<file path="config.mk">
export PLATFORM = sky130hd
export DESIGN_NAME = axi_txn_scheduler_flat
export DESIGN_NICKNAME = d
export VERILOG_FILES = /design/src/rtl/axi_txn_scheduler_pkg.sv /design/src/rtl/axi_txn_scheduler_if.sv /design/src/rtl/axi_txn_scheduler_rr_arbiter.sv /design/src/rtl/axi_txn_scheduler.sv /design/src/flat_wrapper.sv
export SDC_FILE = /design/constraint.sdc
export NUM_CORES = 1
export LEC_CHECK = 0
export BUFFER_PORTS_ARGS = -buffer_cell sky130_fd_sc_hd__buf_4
export CORE_MARGIN = 2
export CORE_UTILIZATION = 49
export DETAILED_ROUTE_END_ITERATION = 6
export PLACE_DENSITY_LB_ADDON = 0.25
export SYNTH_ARGS = -nofsm -noshare
export SYNTH_HDL_FRONTEND = slang
export SYNTH_HIERARCHICAL = 1
export SYNTH_SLANG_ARGS = --single-unit
</file>
<file path="constraint.sdc">
create_clock -name ACLK -period 7.5 [get_ports ACLK]
set_clock_uncertainty 0.15 [all_clocks]
set_input_delay 1.5 -clock ACLK [delete_from_list [all_inputs] [get_ports ACLK]]
set_output_delay 1.5 -clock ACLK [all_outputs]
set_load 0.005 [all_outputs]
</file>
<file path="src/rtl/axi_txn_scheduler_pkg.sv">
// Shared types for the AXI transaction scheduler: response codes, FSM states,
// command direction and the outstanding-counter width.
package axi_txn_scheduler_pkg;

  typedef enum logic [1:0] {
    RESP_OKAY   = 2'd0,
    RESP_EXOKAY = 2'd1,
    RESP_SLVERR = 2'd2,
    RESP_DECERR = 2'd3
  } resp_e;

  typedef enum logic {
    ST_IDLE     = 1'b0,
    ST_WAIT_ACK = 1'b1
  } state_e;

  typedef enum logic {
    DIR_READ  = 1'b0,
    DIR_WRITE = 1'b1
  } dir_e;

  localparam int CNT_W = 4;

endpackage

</file>
<file path="src/rtl/axi_txn_scheduler_if.sv">
// Requester command bus, AXI_Master issue/response side and status of the scheduler.
interface axi_txn_scheduler_if #(
  parameter int NUM_REQ = 4,
  parameter int ADDR_W  = 32,
  parameter int LEN_W   = 4,
  parameter int ID_W    = 4,
  parameter int RSP_W   = 2
);
  logic [NUM_REQ-1:0]        req_valid;
  logic [NUM_REQ-1:0]        req_rw;
  logic [NUM_REQ*ADDR_W-1:0] req_addr;
  logic [NUM_REQ*LEN_W-1:0]  req_len;
  logic [NUM_REQ-1:0]        req_ready;
  logic [NUM_REQ-1:0]        req_done;
  logic [NUM_REQ-1:0]        req_err;
  logic [ADDR_W-1:0]         trn_addr;
  logic [LEN_W-1:0]          trn_len;
  logic [ID_W-1:0]           trn_id;
  logic                      wr_trn_en;
  logic                      rd_trn_en;
  logic                      trn_ack;
  logic                      wr_rsp_en;
  logic [ID_W-1:0]           bid;
  logic [RSP_W-1:0]          bresp;
  logic                      rd_rsp_en;
  logic                      rlast;
  logic [ID_W-1:0]           rid;
  logic [RSP_W-1:0]          rresp;
  logic [3:0]                wr_outst;
  logic [3:0]                rd_outst;
  logic                      protocol_err;

  modport master (
    output req_valid, req_rw, req_addr, req_len, trn_ack,
           wr_rsp_en, bid, bresp, rd_rsp_en, rlast, rid, rresp,
    input  req_ready, req_done, req_err, trn_addr, trn_len, trn_id,
           wr_trn_en, rd_trn_en, wr_outst, rd_outst, protocol_err
  );

  modport slave (
    input  req_valid, req_rw, req_addr, req_len, trn_ack,
           wr_rsp_en, bid, bresp, rd_rsp_en, rlast, rid, rresp,
    output req_ready, req_done, req_err, trn_addr, trn_len, trn_id,
           wr_trn_en, rd_trn_en, wr_outst, rd_outst, protocol_err
  );
endinterface

</file>
<file path="src/rtl/axi_txn_scheduler_rr_arbiter.sv">
// Round-robin arbiter: first request that is also unmasked, searching upward
// from the pointer with wrap; the pointer moves past the winner on update_i.
module axi_txn_scheduler_rr_arbiter #(
  parameter int NUM_REQ = 4,
  localparam int IDX_W = $clog2(NUM_REQ)
) (
  input  logic               clk_i,
  input  logic               rst_ni,
  input  logic [NUM_REQ-1:0] req_i,
  input  logic [NUM_REQ-1:0] mask_i,
  input  logic               update_i,
  output logic [NUM_REQ-1:0] gnt_o,
  output logic [IDX_W-1:0]   idx_o,
  output logic               any_o
);
  logic [IDX_W-1:0] ptr_q;
  logic [IDX_W-1:0] ptr_d;
  logic [IDX_W-1:0] cand;

  always_comb begin
    gnt_o = '0;
    idx_o = '0;
    any_o = 1'b0;
    cand  = '0;
    for (int k = 0; k < NUM_REQ; k++) begin
      cand = ptr_q + IDX_W'(k);
      if (!any_o && req_i[cand] && mask_i[cand]) begin
        any_o       = 1'b1;
        idx_o       = cand;
        gnt_o[cand] = 1'b1;
      end
    end
  end

  assign ptr_d = update_i ? idx_o + IDX_W'(1) : ptr_q;

  always_ff @(posedge clk_i) begin
    if (!rst_ni) ptr_q <= '0;
    else         ptr_q <= ptr_d;
  end
endmodule

</file>
<file path="src/rtl/axi_txn_scheduler.sv">
// Round-robin scheduler issuing requester bursts to AXI_Master and routing
// B / R-last completions back to the requester named by the transaction ID.
module axi_txn_scheduler
  import axi_txn_scheduler_pkg::*;
#(
  parameter int NUM_REQ   = 4,
  parameter int ADDR_W    = 32,
  parameter int LEN_W     = 4,
  parameter int ID_W      = 4,
  parameter int RSP_W     = 2,
  parameter int MAX_OUTST = 4
) (
  input logic ACLK,
  input logic ARESETn,
  axi_txn_scheduler_if.slave bus
);
  localparam int IDX_W = $clog2(NUM_REQ);
  localparam logic [CNT_W-1:0] MAX_CNT = CNT_W'(MAX_OUTST);
  localparam logic [ID_W-1:0]  NUM_ID  = ID_W'(NUM_REQ);

  state_e             state_q;
  logic [NUM_REQ-1:0] elig, gnt;
  logic [IDX_W-1:0]   gnt_idx, bidx, ridx;
  logic               gnt_any, pick, pick_wr, pick_rd;
  logic               wr_ok, rd_ok, wr_dec, rd_dec, wr_bad, rd_bad;
  logic [CNT_W-1:0]   wr_cnt_q, wr_cnt_d, rd_cnt_q, rd_cnt_d;
  logic [NUM_REQ-1:0] rd_acc_q, rd_acc_d, done_q, done_d, err_q, err_d, ready_q;
  logic               wr_en_q, rd_en_q, perr_q;
  logic [ADDR_W-1:0]  addr_q;
  logic [LEN_W-1:0]   len_q;
  logic [ID_W-1:0]    id_q;

  always_comb begin
    elig = '0;
    for (int i = 0; i < NUM_REQ; i++)
      elig[i] = (bus.req_rw[i] == DIR_WRITE) ? (wr_cnt_q < MAX_CNT) : (rd_cnt_q < MAX_CNT);
  end

  axi_txn_scheduler_rr_arbiter #(.NUM_REQ(NUM_REQ)) u_arb (
    .clk_i    (ACLK),
    .rst_ni   (ARESETn),
    .req_i    (bus.req_valid),
    .mask_i   (elig),
    .update_i (pick),
    .gnt_o    (gnt),
    .idx_o    (gnt_idx),
    .any_o    (gnt_any)
  );

  assign pick    = (state_q == ST_IDLE) && gnt_any;
  assign pick_wr = pick && (bus.req_rw[gnt_idx] == DIR_WRITE);
  assign pick_rd = pick && (bus.req_rw[gnt_idx] == DIR_READ);

  // A response is only honoured for a real requester with something in flight.
  assign bidx   = bus.bid[IDX_W-1:0];
  assign ridx   = bus.rid[IDX_W-1:0];
  assign wr_ok  = bus.wr_rsp_en && (bus.bid < NUM_ID) && (wr_cnt_q != '0);
  assign rd_ok  = bus.rd_rsp_en && (bus.rid < NUM_ID) && (rd_cnt_q != '0);
  assign wr_bad = bus.wr_rsp_en && !wr_ok;
  assign rd_bad = bus.rd_rsp_en && !rd_ok;
  assign wr_dec = wr_ok;
  assign rd_dec = rd_ok && bus.rlast;

  always_comb begin
    wr_cnt_d = wr_cnt_q;
    rd_cnt_d = rd_cnt_q;
    if (pick_wr && !wr_dec)      wr_cnt_d = wr_cnt_q + CNT_W'(1);
    else if (!pick_wr && wr_dec) wr_cnt_d = wr_cnt_q - CNT_W'(1);
    if (pick_rd && !rd_dec)      rd_cnt_d = rd_cnt_q + CNT_W'(1);
    else if (!pick_rd && rd_dec) rd_cnt_d = rd_cnt_q - CNT_W'(1);
  end

  always_comb begin
    done_d   = '0;
    err_d    = '0;
    rd_acc_d = rd_acc_q;
    if (wr_ok) begin
      done_d[bidx] = 1'b1;
      err_d[bidx]  = (bus.bresp != RSP_W'(RESP_OKAY));
    end
    if (rd_ok) begin
      if (bus.rlast) begin
        done_d[ridx]   = 1'b1;
        err_d[ridx]    = err_d[ridx] | rd_acc_q[ridx] | (bus.rresp != RSP_W'(RESP_OKAY));
        rd_acc_d[ridx] = 1'b0;
      end else begin
        rd_acc_d[ridx] = rd_acc_q[ridx] | (bus.rresp != RSP_W'(RESP_OKAY));
      end
    end
  end

  always_ff @(posedge ACLK) begin
    if (!ARESETn) begin
      state_q  <= ST_IDLE;
      ready_q  <= '0;
      wr_en_q  <= 1'b0;
      rd_en_q  <= 1'b0;
      addr_q   <= '0;
      len_q    <= '0;
      id_q     <= '0;
      wr_cnt_q <= '0;
      rd_cnt_q <= '0;
      done_q   <= '0;
      err_q    <= '0;
      rd_acc_q <= '0;
      perr_q   <= 1'b0;
    end else begin
      ready_q <= '0;
      wr_en_q <= 1'b0;
      rd_en_q <= 1'b0;
      case (state_q)
        ST_IDLE: begin
          if (pick) begin
            ready_q <= gnt;
            wr_en_q <= pick_wr;
            rd_en_q <= pick_rd;
            addr_q  <= bus.req_addr[gnt_idx*ADDR_W +: ADDR_W];
            len_q   <= bus.req_len[gnt_idx*LEN_W +: LEN_W];
            id_q    <= ID_W'(gnt_idx);
            state_q <= ST_WAIT_ACK;
          end
        end
        ST_WAIT_ACK: if (bus.trn_ack) state_q <= ST_IDLE;
        default:     state_q <= ST_IDLE;
      endcase
      wr_cnt_q <= wr_cnt_d;
      rd_cnt_q <= rd_cnt_d;
      done_q   <= done_d;
      err_q    <= err_d;
      rd_acc_q <= rd_acc_d;
      perr_q   <= perr_q | wr_bad | rd_bad;
    end
  end

  assign bus.req_ready    = ready_q;
  assign bus.req_done     = done_q;
  assign bus.req_err      = err_q;
  assign bus.trn_addr     = addr_q;
  assign bus.trn_len      = len_q;
  assign bus.trn_id       = id_q;
  assign bus.wr_trn_en    = wr_en_q;
  assign bus.rd_trn_en    = rd_en_q;
  assign bus.wr_outst     = wr_cnt_q;
  assign bus.rd_outst     = rd_cnt_q;
  assign bus.protocol_err = perr_q;
endmodule

</file>
<file path="src/flat_wrapper.sv">
// flat-port wrapper written by rule: the top's interface ports become plain ports
module axi_txn_scheduler_flat import axi_txn_scheduler_pkg::*;
#(
  parameter int NUM_REQ   = 4,
  parameter int ADDR_W    = 32,
  parameter int LEN_W     = 4,
  parameter int ID_W      = 4,
  parameter int RSP_W     = 2,
  parameter int MAX_OUTST = 4
)
  (ACLK, ARESETn, bus_req_valid, bus_req_rw, bus_req_addr, bus_req_len, bus_trn_ack, bus_wr_rsp_en, bus_bid, bus_bresp, bus_rd_rsp_en, bus_rlast, bus_rid, bus_rresp, bus_req_ready, bus_req_done, bus_req_err, bus_trn_addr, bus_trn_len, bus_trn_id, bus_wr_trn_en, bus_rd_trn_en, bus_wr_outst, bus_rd_outst, bus_protocol_err);
  axi_txn_scheduler_if #(.NUM_REQ(NUM_REQ), .ADDR_W(ADDR_W), .LEN_W(LEN_W), .ID_W(ID_W), .RSP_W(RSP_W)) bus_i ();
  input logic ACLK;
  input logic ARESETn;
  input wire logic [$bits(bus_i.req_valid)-1:0] bus_req_valid;
  input wire logic [$bits(bus_i.req_rw)-1:0] bus_req_rw;
  input wire logic [$bits(bus_i.req_addr)-1:0] bus_req_addr;
  input wire logic [$bits(bus_i.req_len)-1:0] bus_req_len;
  input wire logic [$bits(bus_i.trn_ack)-1:0] bus_trn_ack;
  input wire logic [$bits(bus_i.wr_rsp_en)-1:0] bus_wr_rsp_en;
  input wire logic [$bits(bus_i.bid)-1:0] bus_bid;
  input wire logic [$bits(bus_i.bresp)-1:0] bus_bresp;
  input wire logic [$bits(bus_i.rd_rsp_en)-1:0] bus_rd_rsp_en;
  input wire logic [$bits(bus_i.rlast)-1:0] bus_rlast;
  input wire logic [$bits(bus_i.rid)-1:0] bus_rid;
  input wire logic [$bits(bus_i.rresp)-1:0] bus_rresp;
  output wire logic [$bits(bus_i.req_ready)-1:0] bus_req_ready;
  output wire logic [$bits(bus_i.req_done)-1:0] bus_req_done;
  output wire logic [$bits(bus_i.req_err)-1:0] bus_req_err;
  output wire logic [$bits(bus_i.trn_addr)-1:0] bus_trn_addr;
  output wire logic [$bits(bus_i.trn_len)-1:0] bus_trn_len;
  output wire logic [$bits(bus_i.trn_id)-1:0] bus_trn_id;
  output wire logic [$bits(bus_i.wr_trn_en)-1:0] bus_wr_trn_en;
  output wire logic [$bits(bus_i.rd_trn_en)-1:0] bus_rd_trn_en;
  output wire logic [$bits(bus_i.wr_outst)-1:0] bus_wr_outst;
  output wire logic [$bits(bus_i.rd_outst)-1:0] bus_rd_outst;
  output wire logic [$bits(bus_i.protocol_err)-1:0] bus_protocol_err;
  assign bus_i.req_valid = bus_req_valid;
  assign bus_i.req_rw = bus_req_rw;
  assign bus_i.req_addr = bus_req_addr;
  assign bus_i.req_len = bus_req_len;
  assign bus_i.trn_ack = bus_trn_ack;
  assign bus_i.wr_rsp_en = bus_wr_rsp_en;
  assign bus_i.bid = bus_bid;
  assign bus_i.bresp = bus_bresp;
  assign bus_i.rd_rsp_en = bus_rd_rsp_en;
  assign bus_i.rlast = bus_rlast;
  assign bus_i.rid = bus_rid;
  assign bus_i.rresp = bus_rresp;
  assign bus_req_ready = bus_i.req_ready;
  assign bus_req_done = bus_i.req_done;
  assign bus_req_err = bus_i.req_err;
  assign bus_trn_addr = bus_i.trn_addr;
  assign bus_trn_len = bus_i.trn_len;
  assign bus_trn_id = bus_i.trn_id;
  assign bus_wr_trn_en = bus_i.wr_trn_en;
  assign bus_rd_trn_en = bus_i.rd_trn_en;
  assign bus_wr_outst = bus_i.wr_outst;
  assign bus_rd_outst = bus_i.rd_outst;
  assign bus_protocol_err = bus_i.protocol_err;
  axi_txn_scheduler #(.NUM_REQ(NUM_REQ), .ADDR_W(ADDR_W), .LEN_W(LEN_W), .ID_W(ID_W), .RSP_W(RSP_W), .MAX_OUTST(MAX_OUTST)) u_core (.ACLK(ACLK), .ARESETn(ARESETn), .bus(bus_i));
endmodule
</file>
==> impl_metrics.ini, run 1 <==
[logic_synthesis]
synth_largest_area_cell = dfxtp_1
yosysSeqAreaShare_pct = 31.71
synth_flop_cell = dfxtp_1
ys_types = 58
async_flop_share_pct = 0
synth.top_cell.area_share_pct = 31.71
synth_area_leaders = dfxtp_1 (32%), mux4_2 (22%), nand2_1 (8.7%)
avgSynthCellArea_um2 = 9.604
syn-instance-count = 447
synthesis.area_um2 = 4293
ys_warn_count = 6
synth_edf_count = 0
ys_ff_latch = 68

[clock_tree]
cts_made_buffers = 9
cts.repair.resized = 0
cts_tree = done
cts_hold_buf = 0
cts_root_buffer = clkbuf_8
clock-sinks = 68
path_clk_slew_ns = 0.08
clockBufferDepth = 2
htreeDepth = 3
postCtsSetupRepairBufs = 0
clk_latency_ns = 0.33

[floorplan]
rows = 34
fp.dieW_um = 97.60
die_h_um = 97.60
num_io_pins = 233
start_util_pct = 49.96
core_um2 = 8593
die_area_um2 = 9526

[timing]
final_max_slew_viol_count = 0
final.setup.tns_ns = 0
hold_viol = 0
fin_hold_ws_ns = 0.3214
fin_crit_ns = 5.433
rsz0062_at_grt = no
worst_pin_slew_ns = 0.8205
max_slew_margin_pct = 45.30
setup_ws_ns = 2.067
period_share_pct = 72.44
setup_viol = 0
max_freq_ghz = 0.1841

[routing]
drt_wl_total_um = 12980
avgViaCountPerCell = 5.653
wire_per_inst_um = 16.79
drtIter0Drc = 178
drc = 0
vias = 4370
dr.pass1.iters = 4
ant_nets = 0

[power]
p_leak_uw = 0.002798
vdd_drop_max_uv = 268.3
p_per_area_nw_per_um2 = 407.6

[finish]
fillers = 674
drive_above_1_share_pct = 45.56
layout_commonest_cell = buf_4
postLayoutCoreUtil_pct = 72.61
syn_to_final_growth_pct = 45.35
antenna_cells = 0
layout.nets = 843
final_cell_mix = buf_4 (232), nand2_1 (99), dfxtp_1 (68)
stdcell_area_um2 = 6240

[run_status]
outcome = complete, no violations

[placement]
pre_cts_ws_ns = 1.764
port_buffers = 230
globalplace.congestion = 0.8697
dpl-instance-area_um2 = 6040
place_hpwl_um = 9979

[worst_setup_path]
path_buf_inv = 3
critPathMaxStageDelay_ns = 0.54
required_ns = 7.61
start_kind = input port
end_kind = flip-flop
worstPathArrival_ns = 5.54
critical-path-top-delay-family = compound AO/OA/AOI/OAI gates
crit_path_max_fanout = 6
path_class = input port to flip-flop
cp_slowest_cell = mux4_2
cp_cell_sequence = buf_4, o21ai_0, nand2_1, mux4_2, nor2_4, o21ai_1, o21ai_0, inv_2, mux4_2, nor2_1, ha_1, inv_1, ha_1, a21o_1, a21oi_1, xnor2_1, or3_1, a21boi_0
cp-startpoint = bus_req_rw[0]

[global_routing]
grt_overflow = 0
grt_max_degree = 71
grt_pass1_vias = 4319
gr-usage-all-layers_pct = 26.48
antenna_found_initial = 0
grt_pass1_wl_um = 20400

[min_path]
hold_path.class = flip-flop to flip-flop
hp-start = u_core/bus.trn_addr[0]

[run]
cap_violations = 0
==> worst register-to-register path, delay by kind of cell, from the launching register on <==
family	cells	cell delay, ns
compound gates	6	1.07
fa+ha+maj	3	1.10
buf+inv	3	0.39
flops	1	0.73
xor+xnor	1	0.10
mux	2	0.91
simple gates	2	0.43
==> cell usage after synthesis, types with 3 or more instances <==
master	instances
a21boi_0	43
a21o_1	3
a21oi_1	10
a221o_1	4
a22o_1	5
a32o_1	4
and2_1	10
and3_1	7
buf_1	3
buf_2	7
clkbuf_1	16
dfxtp_1	68
ha_1	10
inv_1	7
inv_2	3
mux4_2	41
nand2_1	99
nand2b_1	3
nand3_1	7
nor2_1	16
nor2b_1	5
nor3_1	6
o211ai_1	3
o21a_1	3
o21ai_0	14
or3_1	4
xnor2_1	7
==> metal layers <==
layer	GRT usage [%]	part of all wire, %
met1	31.90	37
met2	46.90	53
met3	5.468	7.9
met4	9.188	1.5
met5	0	0
==> layout make-up <==
type | count | area (um^2) | area share (%)
timing repair buffer | 232 | 1742 | 27.91
inverter | 10 | 37.54 | 0.6016
clock inverter | 4 | 48.80 | 0.7820
sequential | 68 | 1361 | 21.82
multi-input combinational | 340 | 2764 | 44.30
clock buffer | 11 | 151.4 | 2.426
tap | 108 | 135.1 | 2.166
==> cell families after synthesis <==
| kind of cell | Yosys count | share of synthesized area, % |
|---|---|---|
| adder cells (fa/ha/maj) | 12 | 3.847 |
| multiplexers | 43 | 21.98 |
| XOR/XNOR | 7 | 1.428 |
| buffers and inverters | 40 | 4.080 |
| other | 1 | 0.08735 |
| AO/OA/AOI/OAI | 107 | 18.71 |
| flip-flops | 68 | 31.71 |
| AND/OR/NAND/NOR | 169 | 18.16 |
==> registers in the layout, indices dropped and copies added, names as in the netlist, named ones only <==
name                     cells
u_core/bus.req_done          4
u_core/bus.trn_len           4
u_core/rd_acc_q              4
u_core/bus.req_err           4
u_core/state_q               1
u_core/bus.trn_addr         32
u_core/bus.rd_outst          4
u_core/bus.wr_outst          4
u_core/bus.wr_trn_en         1
u_core/bus.trn_id            2
u_core/u_arb/ptr_q           1
u_core/bus.protocol_err      1
u_core/bus.rd_trn_en         1
u_core/bus.req_ready         4
==> stage by stage <==
stage | total power [uW] | instances
finish | 2544 | 773
floorplan | 1772 | 448
CTS | 2560 | 773
detailed placement | 2246 | 758
global placement | 2194 | 758
global route | 2743 | 773
==> final timing paths <==
path | slack [ns] | end | cells after the start
worst min-delay path | 0.32 | u_core/bus.trn_addr[0] | 2
worst max-delay path | 2.07 | u_core/bus.rd_outst[3] | 18
worst min register to register | 0.32 | u_core/bus.trn_addr[0] | 2
worst max register to register | 2.56 | u_core/bus.rd_outst[3] | 17
==> power breakdown <==
group | internal [uW] | switching [uW] | leakage, uW
clock network | 169 | 136 | 0.000105
logic | 870 | 793 | 0.00214
registers | 480 | 95.6 | 0.000558
total | 1520 | 1020 | 0.00280
Power figures use the tool's default switching activity.
==> run 2, diff against run 1 <==
--- a/config.mk
+++ b/config.mk
@@ -5,9 +5,10 @@
 export SDC_FILE = /design/constraint.sdc
 export NUM_CORES = 1
 export LEC_CHECK = 0
+export ABC_AREA = 1
 export BUFFER_PORTS_ARGS = -buffer_cell sky130_fd_sc_hd__buf_4
 export CORE_MARGIN = 2
-export CORE_UTILIZATION = 49
+export CORE_UTILIZATION = 42
 export DETAILED_ROUTE_END_ITERATION = 6
 export PLACE_DENSITY_LB_ADDON = 0.25
 export SYNTH_ARGS = -nofsm -noshare
==> constraint.sdc (replaced) <==
create_clock -name ACLK -period 4.6 [get_ports ACLK]
set_clock_uncertainty 0.15 [all_clocks]
set_input_delay 0.92 -clock ACLK [delete_from_list [all_inputs] [get_ports ACLK]]
set_output_delay 0.92 -clock ACLK [all_outputs]
set_load 0.005 [all_outputs]
==> run 2 against run 1 <==
Effect of this change: synthesized cell count grew 61%; die area grew 21%; sequential cell count stayed put; non-clock buffer count is 7 higher; clock-buffer cell count is 1 lower; combinational power is 120% higher; via count increased by 21%; highest routed layer unchanged.
==> impl_metrics.ini, run 2 <==
[run_status]
outcome = complete, no violations

[floorplan]
start_util_pct = 43.32
die_h_um = 107.4
fp.dieW_um = 107.4
die_area_um2 = 11540
num_io_pins = 233
rows = 37
core_um2 = 10370

[worst_setup_path]
start_kind = flip-flop
cp_slowest_cell = dfxtp_1
worstPathArrival_ns = 4.32
r2r_slack_ns = 0.40
path_class = flip-flop to flip-flop
cpMostUsedCell = nand2_1
cp_cell_sequence = inv_2, ha_1, inv_1, nand3_1, nand2_4, nor2_4, nand2_1, nand2_2, nand2_2, inv_4, nand2_1, a32oi_1, inv_1, nor2_1, ha_1, inv_1, ha_1, a21oi_1, nand2_1, a21oi_1, o21ai_0, nand2_1, nand2_1, nor2_1
critPathMaxStageDelay_ns = 0.56
required_ns = 4.72
crit_path_max_fanout = 18
end_kind = flip-flop

[power]
p_per_area_nw_per_um2 = 803.2
finalPower_uw = 5204
p_leak_uw = 0.003414
vdd_drop_max_uv = 518.0

[clock_tree]
path_clk_slew_ns = 0.08
cts_root_buffer = clkbuf_8
cts_hold_buf = 0
clockBufferDepth = 2
cts_made_buffers = 9
cts_tree = done
cts.repair.resized = 0
clk_latency_ns = 0.34
htreeDepth = 3
clock-sinks = 68
postCtsSetupRepairBufs = 0

[timing]
final.setup.tns_ns = 0
hold_viol = 0
final_max_slew_viol_count = 0
period_share_pct = 91.22
max_slew_margin_pct = 62.31
fin_crit_ns = 4.196
rsz0062_at_grt = no
max_freq_ghz = 0.2383
setup_viol = 0
worst_pin_slew_ns = 0.5653

[global_routing]
gr-usage-all-layers_pct = 23.83
grt_pass1_vias = 4763
grt_max_degree = 59
grt_pass1_wl_um = 22130
grt_overflow = 0
antenna_found_initial = 0

[routing]
vias = 5307
ant_nets = 0
drt_wl_total_um = 14090
wire_per_inst_um = 13.15
dr.pass1.iters = 5
drtIter0Drc = 204
avgViaCountPerCell = 4.955
drc = 0

[placement]
place_hpwl_um = 10610
dp_cells = 1055
globalplace.congestion = 0.9060
port_buffers = 230

[logic_synthesis]
ys_types = 36
ys_ff_latch = 68
synth_area_leaders = dfxtp_1 (30%), nor2_1 (16%), o21ai_0 (9.4%)
async_flop_share_pct = 0
syn-instance-count = 720
synth.most_common_cell = nor2_1
synth_largest_area_cell = dfxtp_1
yosysSeqAreaShare_pct = 30.31
synth_edf_count = 0
synth.top_cell.area_share_pct = 30.31
synthesis.area_um2 = 4492
netlist_top_cells_count = nor2_1 (186), inv_1 (84), o21ai_0 (84), dfxtp_1 (68), nand2_1 (65)
avgSynthCellArea_um2 = 6.239
synth_flop_cell = dfxtp_1
ys_warn_count = 6

[finish]
layout.nets = 1112
syn_to_final_growth_pct = 44.23
final_cell_mix = buf_4 (239), nor2_1 (186), inv_1 (84), o21ai_0 (84), dfxtp_1 (68)
largest_reg_flops = 32
instances_no_fill = 1071
antenna_cells = 0
drive_above_1_share_pct = 30.16
layout_commonest_cell = buf_4

[run]
cap_violations = 0

[min_path]
hold_path.class = flip-flop to flip-flop
hp-start = u_core/bus.protocol_err
## run 2: cell types whose count changed in the layout (fill, tap and decap cells not counted), sizes merged, moves of 11 or more
cell / previous run / this run
mux4: 41 / 0
a21oi: 11 / 23
a21boi: 43 / 0
nand2: 99 / 78
o21ai: 16 / 134
inv: 10 / 89
o22ai: 1 / 40
nand3: 7 / 27
nor2: 17 / 191
and2: 11 / 0
## run 2: where the power goes
| part | switching [uW] | internal (uW) | total [uW] | leakage, uW |
|---|---|---|---|---|
| combinational | 2340 | 1340 | 3680 | 0.00273 |
| sequential | 127 | 791 | 917 | 0.000561 |
| clock | 233 | 375 | 608 | 0.000122 |
| total | 2700 | 2510 | 5200 | 0.00341 |
## run 2: path summary, 6_finish.rpt
kind / cells past startpoint / to
max: 24 / u_core/bus.wr_outst[3]
min: 2 / u_core/bus.protocol_err
max reg2reg: 24 / u_core/bus.wr_outst[3]
min reg2reg: 2 / u_core/bus.protocol_err
## run 2: kinds of logic (layout without fill, tap and decap cells)
logic type / count (synthesis) / in the layout / share of synthesized area [%]
adders and majority gates: 12 / 12 / 3.677
DFF: 68 / 68 / 30.31
other: 1 / 2 / 0.08349
buffers and inverters: 131 / 345 / 12.81
xor gates and xnor gates: 2 / 2 / 0.3900
and+or+nand+nor: 303 / 303 / 28.69
AOI/OAI and AO/OA: 203 / 203 / 24.04
## run 2: through the flow
stage               hold slack (ns)  utilization [%]  cell area, um^2  setup slack, ns
finish                       0.3499            62.48             6479           0.4037
floorplan                    0.2977                -             4496           0.6583
detailed placement           0.3308            60.07             6230           0.2621
CTS                          0.3489            62.48             6479           0.4852
global placement             0.3101            60.07             6230           0.3608
global route                 0.3707            62.48             6479          0.03251
## run 2: layer usage
metal,vias up,global-route usage (%),share of wire (%),routed length (um)
li1,2757,-,-,-
met1,2319,29.14,42,5925
met2,203,42.00,49,6928
met3,28,4.419,6.4,902
met4,0,7.967,2.3,328
met5,-,0,0,0
## run 2: layout make-up
type | count | area, um^2
Sequential cell | 68 | 1361
Timing Repair Buffer | 239 | 1794
Clock inverter | 6 | 111.4
Clock buffer | 10 | 137.6
Multi-Input combinational cell | 522 | 2564
Fill cell | 1049 | 3891
Inverter | 90 | 340.3
Tap cell | 136 | 170.2
## run 2: worst max-delay path: cells and delay by family (launching register included)
kind                       cells  cell delay (ns)
AOI/OAI and AO/OA              4             0.76
adders and majority gates      3             0.88
buffers and inverters          5             0.61
DFF                            1             0.56
and+or+nand+nor               12             1.17
